`src/rtl/pipeline_ctrl.sv`:
```
// Hazard/sequencing controller for the 5-stage RV32I pipeline: stall, flush and forwarding selects.
// Optional PERF_CNT_EN adds stall_cycles / flush_events counters.
//
// state    | meaning
// RUN      | normal issue; load-use bubbles and branch flush start here
// MEM_WAIT | data memory busy, whole pipe frozen
// FLUSH    | injecting bubbles into IF/ID after a taken branch
module pipeline_ctrl #(
  parameter int unsigned FLUSH_CYCLES = 2,
  parameter int unsigned MEM_TIMEOUT  = 255
) (
  input  logic        clk,
  input  logic        rst,
  input  logic        id_valid,
  input  logic [4:0]  id_rs1,
  input  logic [4:0]  id_rs2,
  input  logic        id_use_rs1,
  input  logic        id_use_rs2,
  input  logic [4:0]  ex_dst,
  input  logic        ex_wr,
  input  logic        ex_load,
  input  logic        ex_br_taken,
  input  logic [4:0]  mem_dst,
  input  logic        mem_wr,
  input  logic        mem_req,
  input  logic        mem_ready,
  output logic        stall_if,
  output logic        stall_id,
  output logic        flush_id,
  output logic        flush_ex,
  output logic        stall_all,
  output logic [1:0]  fwd_rs1,
  output logic [1:0]  fwd_rs2,
  output logic        err_timeout,
  output logic [1:0]  state
`ifdef PERF_CNT_EN
  ,
  output logic [31:0] stall_cycles,
  output logic [31:0] flush_events
`endif
);

  typedef enum logic [1:0] {
    S_RUN      = 2'd0,
    S_MEM_WAIT = 2'd1,
    S_FLUSH    = 2'd2
  } state_t;

  localparam logic [2:0] FLUSH_LOAD = 3'(FLUSH_CYCLES - 1);
  localparam logic [2:0] FLUSH_FULL = 3'(FLUSH_CYCLES);
  localparam logic [8:0] TIMEOUT9   = 9'(MEM_TIMEOUT);
  localparam logic [7:0] TIMEOUT8   = 8'(MEM_TIMEOUT);

  state_t     state_q, state_d;
  logic [2:0] flush_cnt_q, flush_cnt_d;
  logic [7:0] wait_cnt_q, wait_cnt_d;
  logic       pending_q, pending_d;
  logic [4:0] wb_dst_q;
  logic       wb_wr_q;

  logic       stall_c, freeze_c, flush_id_c, flush_ex_c, err_c;
  logic       load_use, mem_miss;
  logic [8:0] wait_idx;
  logic [7:0] wait_sat;
  logic [1:0] fwd1_c, fwd2_c;

  function automatic logic reg_match(input logic [4:0] a, input logic [4:0] b);
    return (a != 5'd0) && (a == b);
  endfunction

  function automatic logic [1:0] fwd_sel(input logic [4:0] rs, input logic [4:0] md, input logic mw,
                                         input logic [4:0] wd, input logic ww);
    if (mw && reg_match(md, rs))
      return 2'd1;
    else if (ww && reg_match(wd, rs))
      return 2'd2;
    return 2'd0;
  endfunction

  assign load_use = id_valid & ex_load & ex_wr &
                    ((id_use_rs1 & reg_match(ex_dst, id_rs1)) |
                     (id_use_rs2 & reg_match(ex_dst, id_rs2)));
  assign mem_miss = mem_req & ~mem_ready;

  // Index of the current not-ready wait cycle; the cycle that enters MEM_WAIT is number 1.
  assign wait_idx = (state_q == S_MEM_WAIT) ? ({1'b0, wait_cnt_q} + 9'd1) : 9'd1;
  assign wait_sat = (wait_idx >= TIMEOUT9) ? TIMEOUT8 : wait_idx[7:0];

  assign fwd1_c = fwd_sel(id_rs1, mem_dst, mem_wr, wb_dst_q, wb_wr_q);
  assign fwd2_c = fwd_sel(id_rs2, mem_dst, mem_wr, wb_dst_q, wb_wr_q);

  always_ff @(posedge clk or posedge rst) begin
    if (rst) begin
      state_q     <= S_RUN;
      flush_cnt_q <= 3'd0;
      wait_cnt_q  <= 8'd0;
      pending_q   <= 1'b0;
      wb_dst_q    <= 5'd0;
      wb_wr_q     <= 1'b0;
    end else begin
      state_q     <= state_d;
      flush_cnt_q <= flush_cnt_d;
      wait_cnt_q  <= wait_cnt_d;
      pending_q   <= pending_d;
      if (!freeze_c) begin
        wb_dst_q <= mem_dst;
        wb_wr_q  <= mem_wr;
      end
    end
  end

  always_comb begin
    state_d     = state_q;
    flush_cnt_d = flush_cnt_q;
    wait_cnt_d  = wait_cnt_q;
    pending_d   = pending_q;
    stall_c     = 1'b0;
    freeze_c    = 1'b0;
    flush_id_c  = 1'b0;
    flush_ex_c  = 1'b0;
    err_c       = 1'b0;
    case (state_q)
      S_RUN: begin
        if (mem_miss) begin
          stall_c    = 1'b1;
          freeze_c   = 1'b1;
          err_c      = (wait_idx == TIMEOUT9);
          wait_cnt_d = wait_sat;
          pending_d  = ex_br_taken;
          state_d    = S_MEM_WAIT;
        end else if (ex_br_taken) begin
          flush_id_c = 1'b1;
          flush_ex_c = 1'b1;
          if (FLUSH_CYCLES > 1) begin
            flush_cnt_d = FLUSH_LOAD;
            state_d     = S_FLUSH;
          end
        end else if (load_use) begin
          stall_c    = 1'b1;
          flush_ex_c = 1'b1;
        end
      end
      S_MEM_WAIT: begin
        stall_c  = 1'b1;
        freeze_c = 1'b1;
        if (mem_ready) begin
          pending_d  = 1'b0;
          wait_cnt_d = 8'd0;
          // An interrupted flush resumes with its saved count; otherwise a latched branch starts a full one.
          if (flush_cnt_q != 3'd0) begin
            state_d = S_FLUSH;
          end else if (pending_q || ex_br_taken) begin
            flush_cnt_d = FLUSH_FULL;
            state_d     = S_FLUSH;
          end else begin
            state_d = S_RUN;
          end
        end else begin
          pending_d  = pending_q | ex_br_taken;
          err_c      = (wait_idx == TIMEOUT9);
          wait_cnt_d = wait_sat;
        end
      end
      S_FLUSH: begin
        if (mem_miss) begin
          stall_c    = 1'b1;
          freeze_c   = 1'b1;
          err_c      = (wait_idx == TIMEOUT9);
          wait_cnt_d = wait_sat;
          pending_d  = 1'b0;
          state_d    = S_MEM_WAIT;
        end else begin
          flush_id_c  = 1'b1;
          flush_cnt_d = flush_cnt_q - 3'd1;
          if (flush_cnt_q <= 3'd1)
            state_d = S_RUN;
        end
      end
      default: state_d = S_RUN;
    endcase
  end

  assign stall_if    = ~rst & stall_c;
  assign stall_id    = ~rst & stall_c;
  assign stall_all   = ~rst & freeze_c;
  assign flush_id    = ~rst & flush_id_c;
  assign flush_ex    = ~rst & flush_ex_c;
  assign err_timeout = ~rst & err_c;
  assign fwd_rs1     = rst ? 2'd0 : fwd1_c;
  assign fwd_rs2     = rst ? 2'd0 : fwd2_c;
  assign state       = rst ? 2'd0 : state_q;

`ifdef PERF_CNT_EN
  logic flush_ev;

  assign flush_ev = ((state_q == S_RUN) & ~mem_miss & ex_br_taken) |
                    ((state_q == S_MEM_WAIT) & mem_ready & (flush_cnt_q == 3'd0) &
                     (pending_q | ex_br_taken));

  always_ff @(posedge clk or posedge rst) begin
    if (rst) begin
      stall_cycles <= 32'd0;
      flush_events <= 32'd0;
    end else begin
      if (stall_c)
        stall_cycles <= stall_cycles + 32'd1;
      if (flush_ev)
        flush_events <= flush_events + 32'd1;
    end
  end
`endif

endmodule

```
`config.mk`:
```
export PLATFORM = sky130hd
export DESIGN_NAME = pipeline_ctrl
export DESIGN_NICKNAME = d
export VERILOG_FILES = /design/src/rtl/pipeline_ctrl.sv
export SDC_FILE = /design/constraint.sdc
export NUM_CORES = 1
export LEC_CHECK = 0
export BUFFER_PORTS_ARGS = -buffer_cell sky130_fd_sc_hd__buf_2
export CELL_PAD_IN_SITES_DETAIL_PLACEMENT = 0
export CELL_PAD_IN_SITES_GLOBAL_PLACEMENT = 1
export CORE_UTILIZATION = 42
export CTS_CLUSTER_SIZE = 10
export DETAILED_ROUTE_END_ITERATION = 6
export GPL_TIMING_DRIVEN = 0
export PLACE_DENSITY_LB_ADDON = 0.1
export REMOVE_ABC_BUFFERS = 1
export SLEW_MARGIN = 10
export SYNTH_ARGS = -nofsm -noshare
export SYNTH_HDL_FRONTEND = slang
export SYNTH_SLANG_ARGS = --single-unit
export TNS_END_PERCENT = 1
```
`constraint.sdc`:
```
create_clock -name clk -period 6.65 [get_ports clk]
set_clock_uncertainty 0.15 [all_clocks]
set_input_delay 0.9975 -clock clk [delete_from_list [all_inputs] [get_ports clk]]
set_output_delay 0.9975 -clock clk [all_outputs]
set_load 0.02 [all_outputs]
```
# Word level (Yosys, flattened, before mapping)
# Index checks and enable logic that the tools add are counted.
# op_classes
n_eq_ne	20
reduce_logical	23
bitwise_logic	15
n_mux	53
addsub	2
order_cmp	2
# op_table
op	count
two-way mux 2 bit	16
equality test 5 bit	6
two-way mux 8 bit	3
two-way mux 1 bit	19
two-way mux 3 bit	6
case mux 8 bit (2 select lines)	1
nonzero test 5 bit	3
inequality test 2 bit, second input constant	7
AND 1 bit	11
logical AND 1 bit	10
adder 8 x 1 -> 9 bit, second input constant	1
equality test 9 x 8 -> 1 bit, second input constant	1
greater-or-equal comparator 9 x 8 -> 1 bit, second input constant	1
two-way mux 9 bit	1
case mux 3 bit (3 select lines)	1
AND reduction 7 bit	1
inequality test 3 bit, second input constant	2
case mux 1 bit (2 select lines)	3
case mux 1 bit (3 select lines)	2
case mux 2 bit (3 select lines)	1
AND reduction 3 bit	2
nonzero test 3 bit	2
inequality test 2 x 1 -> 1 bit, second input constant	2
<= comparator 3 x 1 -> 1 bit, second input constant	1
10 further kinds	12
# totals
output_inout_bits	12
register_bits	20

# Depth between registers and ports, before layout
# depth
ltp_word	10
mapped_depth	9

# Least setup slack after synthesis
# OpenSTA, ideal clock, no wires.
# synth_timing
path_kind	input to output
from	in rst
to	out fwd_rs1[1]
path_buffers	1
path_stages	5
arrival_ps	2778
slack_ps	2724
path_cell_list	clkbuf_1 -> inv_1 -> o211ai_1 -> or4_1 -> nor4_2
# synth_via
elab_chain_cells	1
# synth_lines
element	line_no	rtl
from (decl)	13	input logic rst,
two-way mux 2 bit	189	assign fwd_rs1 = rst ? 2'd0 : fwd1_c;
to (decl)	32	output logic [1:0] fwd_rs1,
# No other way between the ends.

# Final worst setup path
# Ends and elaborated chain as after synthesis.

==> flow_summary.json <==
{
  "status": "completed",
  "cp.arrival_ps": 2960,
  "clk_latency_ps": 260,
  "drv_cap": 0,
  "fin_area_mm2": 0.00213,
  "path_cells": "buf_2, inv_1, o211ai_1, or4_1, nor4_2, buf_2",
  "reg2regPathDepth": 5,
  "power_w": 0.000696,
  "ys_async_sr_fraction": 1.00,
  "clk_pin_slew_ps": 80,
  "yosysTopAreaCell": "dfrtp_1",
  "synth_flop_cell": "dfrtp_1",
  "gp_congestion": 0.838,
  "post_cts_buffers": 0,
  "critPathLaunchType": "primary input",
  "cts.sinks": 20,
  "hold_class": "flop to flop",
  "wire_per_inst_um": 14.6,
  "syn2layout_area_growth_pct": 15.9,
  "ys_types": 47,
  "synth_edf_count": 0,
  "synthSimpleGateAreaFrac": 0.282,
  "synth-compound-area-share": 0.184,
  "crit_slowest_cell": "inv_1",
  "placed_area_mm2": 0.00206,
  "worst_pin_slew_ps": 1040,
  "htreeDepth": 1,
  "p_leak_nw": 0.924,
  "fin_hold_ws_ps": 352,
  "yosysTopAreaCellShare": 0.272,
  "yosys-top-cells-area": "dfrtp_1 (27%), xnor2_1 (9.5%), nand2_1 (7.1%)",
  "endpoint": "fwd_rs1[1]",
  "r2r_start": "state_q[0]$_DFFE_PP0P_",
  "routed_wl_um": 4670,
  "crit_type": "primary input to primary output",
  "yosys.area_share.adder": 0.0544,
  "synth_top_family_by_area": "simple AND/OR/NAND/NOR gates",
  "drcViolationCount": 0,
  "finalMaxSlewViolations": 0,
  "fp.dieW_um": 68.2,
  "grt_pass1_wl_um": 7460,
  "critPathRequiredTime_ps": 5500,
  "cts_buffers": 3,
  "synthCells": 234,
  "fp.dieH_um": 68.2,
  "die_area_mm2": 0.00465,
  "avgSynthCellArea_um2": 7.86,
  "fmax_mhz": 243,
  "cts_tree": "built",
  "r2r_slack_ps": 4400,
  "rows": 23,
  "setup_tns_ps": 0,
  "cpMostUsedCell": "buf_2",
  "synth-xor-area-share": 0.152,
  "worstPathMaxFanout": 21,
  "max_slew_margin": 0.304,
  "n_fill_cell": 437,
  "grt_pass1_vias": 1515,
  "ir_drop_mv": 0.147,
  "antenna_found_initial": 0,
  "synth_seq_area_share": 0.272,
  "netlist_area_mm2": 0.00184,
  "core-area_mm2": 0.00412,
  "crit_path_start": "rst",
  "drive_gt1_frac": 0.201,
  "period_needed_ps": 4110,
  "grt_setup_unrepaired": "no",
  "final.period_utilization": 0.618,
  "cts-root-buf": "clkbuf_8",
  "cts_resized": 0,
  "gr-usage-all-layers": 0.217,
  "slowest_delay_ps": 630,
  "final_hold_viol_count": 0,
  "grt_max_degree": 22,
  "reg2reg_to": "wait_cnt_q[7]$_DFFE_PP0P_",
  "start_util": 0.447,
  "synth.area.mux_share": 0.00612,
  "regArea_um2": 500,
  "grt.overflow.total": 0,
  "nets": 309,
  "power.density_mw_per_mm2": 327,
  "ys_warn_count": 0,
  "detail-route-antenna-nets": 0,
  "hpwl_um": 3640,
  "io_buffer_count": 42,
  "crit_path_end_kind": "primary output",
  "first_pass_iters": 4,
  "num_vias": 1802,
  "antenna_cells": 0,
  "viasPerCell": 5.65,
  "multi_input_area_mm2": 0.00125,
  "yosys_register_bits": 20,
  "setup_viol_count_final": 0,
  "hold_buffers": 0,
  "pin_count": 43,
  "clockBufferDepth": 2,
  "first_iter_violations": 77
}
-- worst min-delay path by stage --
stage,cells after the start,slack [ps],end,start
floorplan,2,300,wb_wr_q$_DFFE_PP0N_,wb_wr_q$_DFFE_PP0N_
global placement,2,310,wb_wr_q$_DFFE_PP0N_,wb_wr_q$_DFFE_PP0N_
detailed placement,2,320,wb_wr_q$_DFFE_PP0N_,wb_wr_q$_DFFE_PP0N_
CTS,2,340,wb_wr_q$_DFFE_PP0N_,wb_wr_q$_DFFE_PP0N_
global route,2,400,wb_wr_q$_DFFE_PP0N_,wb_wr_q$_DFFE_PP0N_
finish,2,350,wb_wr_q$_DFFE_PP0N_,wb_wr_q$_DFFE_PP0N_
-- power by group --
part / total [W] / internal [W] / switching [W] / leakage (nW)
logic: 0.000360 / 0.000140 / 0.000220 / 0.631
clock network: 0.000123 / 0.0000804 / 0.0000424 / 0.0357
registers: 0.000213 / 0.000161 / 0.0000520 / 0.257
total: 0.000696 / 0.000382 / 0.000315 / 0.924
-- per-layer routing --
metal,up-vias,wire (um),share of wire,track usage
met4,0,38,0.0081,0.0625
met2,44,1990,0.43,0.335
li1,910,-,-,-
met3,4,189,0.040,0.0250
met5,-,0,0,0
met1,844,2450,0.53,0.316
-- synthesized netlist by cell type, types with 3 or more instances --
master,n
nand2_1,35
nor4_1,3
xnor2_1,20
or4_1,5
clkbuf_1,4
dfrtp_1,20
o21ai_0,15
o22ai_1,3
nor2b_1,3
nand4_1,6
nor2_1,13
ha_1,8
a21oi_1,11
inv_1,10
buf_2,6
xor2_1,12
a31oi_1,5
nor3_1,11
nand3_1,7
o211ai_1,3
-- sequential cells by signal (all words and copies together) (netlist names) --
name         cells
wb_dst_q         5
wait_cnt_q       8
wb_wr_q          1
state_q          2
pending_q        1
flush_cnt_q      3
-- layout by cell type (no fill, tap or decap), types with 2 or more instances in the layout --
| master | n |
|---|---|
| a21o_1 | 2 |
| a21oi_1 | 11 |
| a22o_1 | 2 |
| a31oi_1 | 5 |
| and2_1 | 2 |
| buf_2 | 42 |
| clkbuf_8 | 3 |
| dfrtp_1 | 20 |
| ha_1 | 8 |
| inv_1 | 10 |
| nand2_1 | 35 |
| nand2b_1 | 2 |
| nand3_1 | 7 |
| nand4_1 | 6 |
| nand4b_1 | 2 |
| nor2_1 | 13 |
| nor2b_1 | 3 |
| nor3_1 | 11 |
| nor4_1 | 3 |
| nor4_2 | 2 |
| o211ai_1 | 3 |
| o21ai_0 | 15 |
| o21ai_2 | 2 |
| o22ai_1 | 3 |
| or4_1 | 5 |
| xnor2_1 | 20 |
| xor2_1 | 12 |
-- layout make-up --
type,instances,area share
clock inverters,1,0.0141
inverters,10,0.0176
repair buffers,42,0.0986
flip-flops and latches,20,0.235
well taps,50,0.0294
multi-input cells,193,0.586
clock buffers,3,0.0194
-- worst max-delay path, delay by kind of cell --
family	cells	cell delay, ps
AOI/OAI and AO/OA	1	210
buffers and inverters	3	1000
and+or+nand+nor	2	740
-- metrics by stage --
stage	util	instances	worst slack, ps
CTS	0.518	319	2480
floorplan	-	223	2930
global placement	0.500	315	2500
global route	0.518	319	2360
detailed placement	0.500	315	2480
finish	0.518	319	2540
-- cells by family (layout without fill, tap and decap cells) --
group           count (synthesis)  after routing
compound gates                 53             53
xor+xnor                       32             32
fa+ha+maj                       8              8
buf+inv                        21             56
flops                          20             20
mux                             1              1
simple gates                   99             99
(Power assumes the default switching activity.)
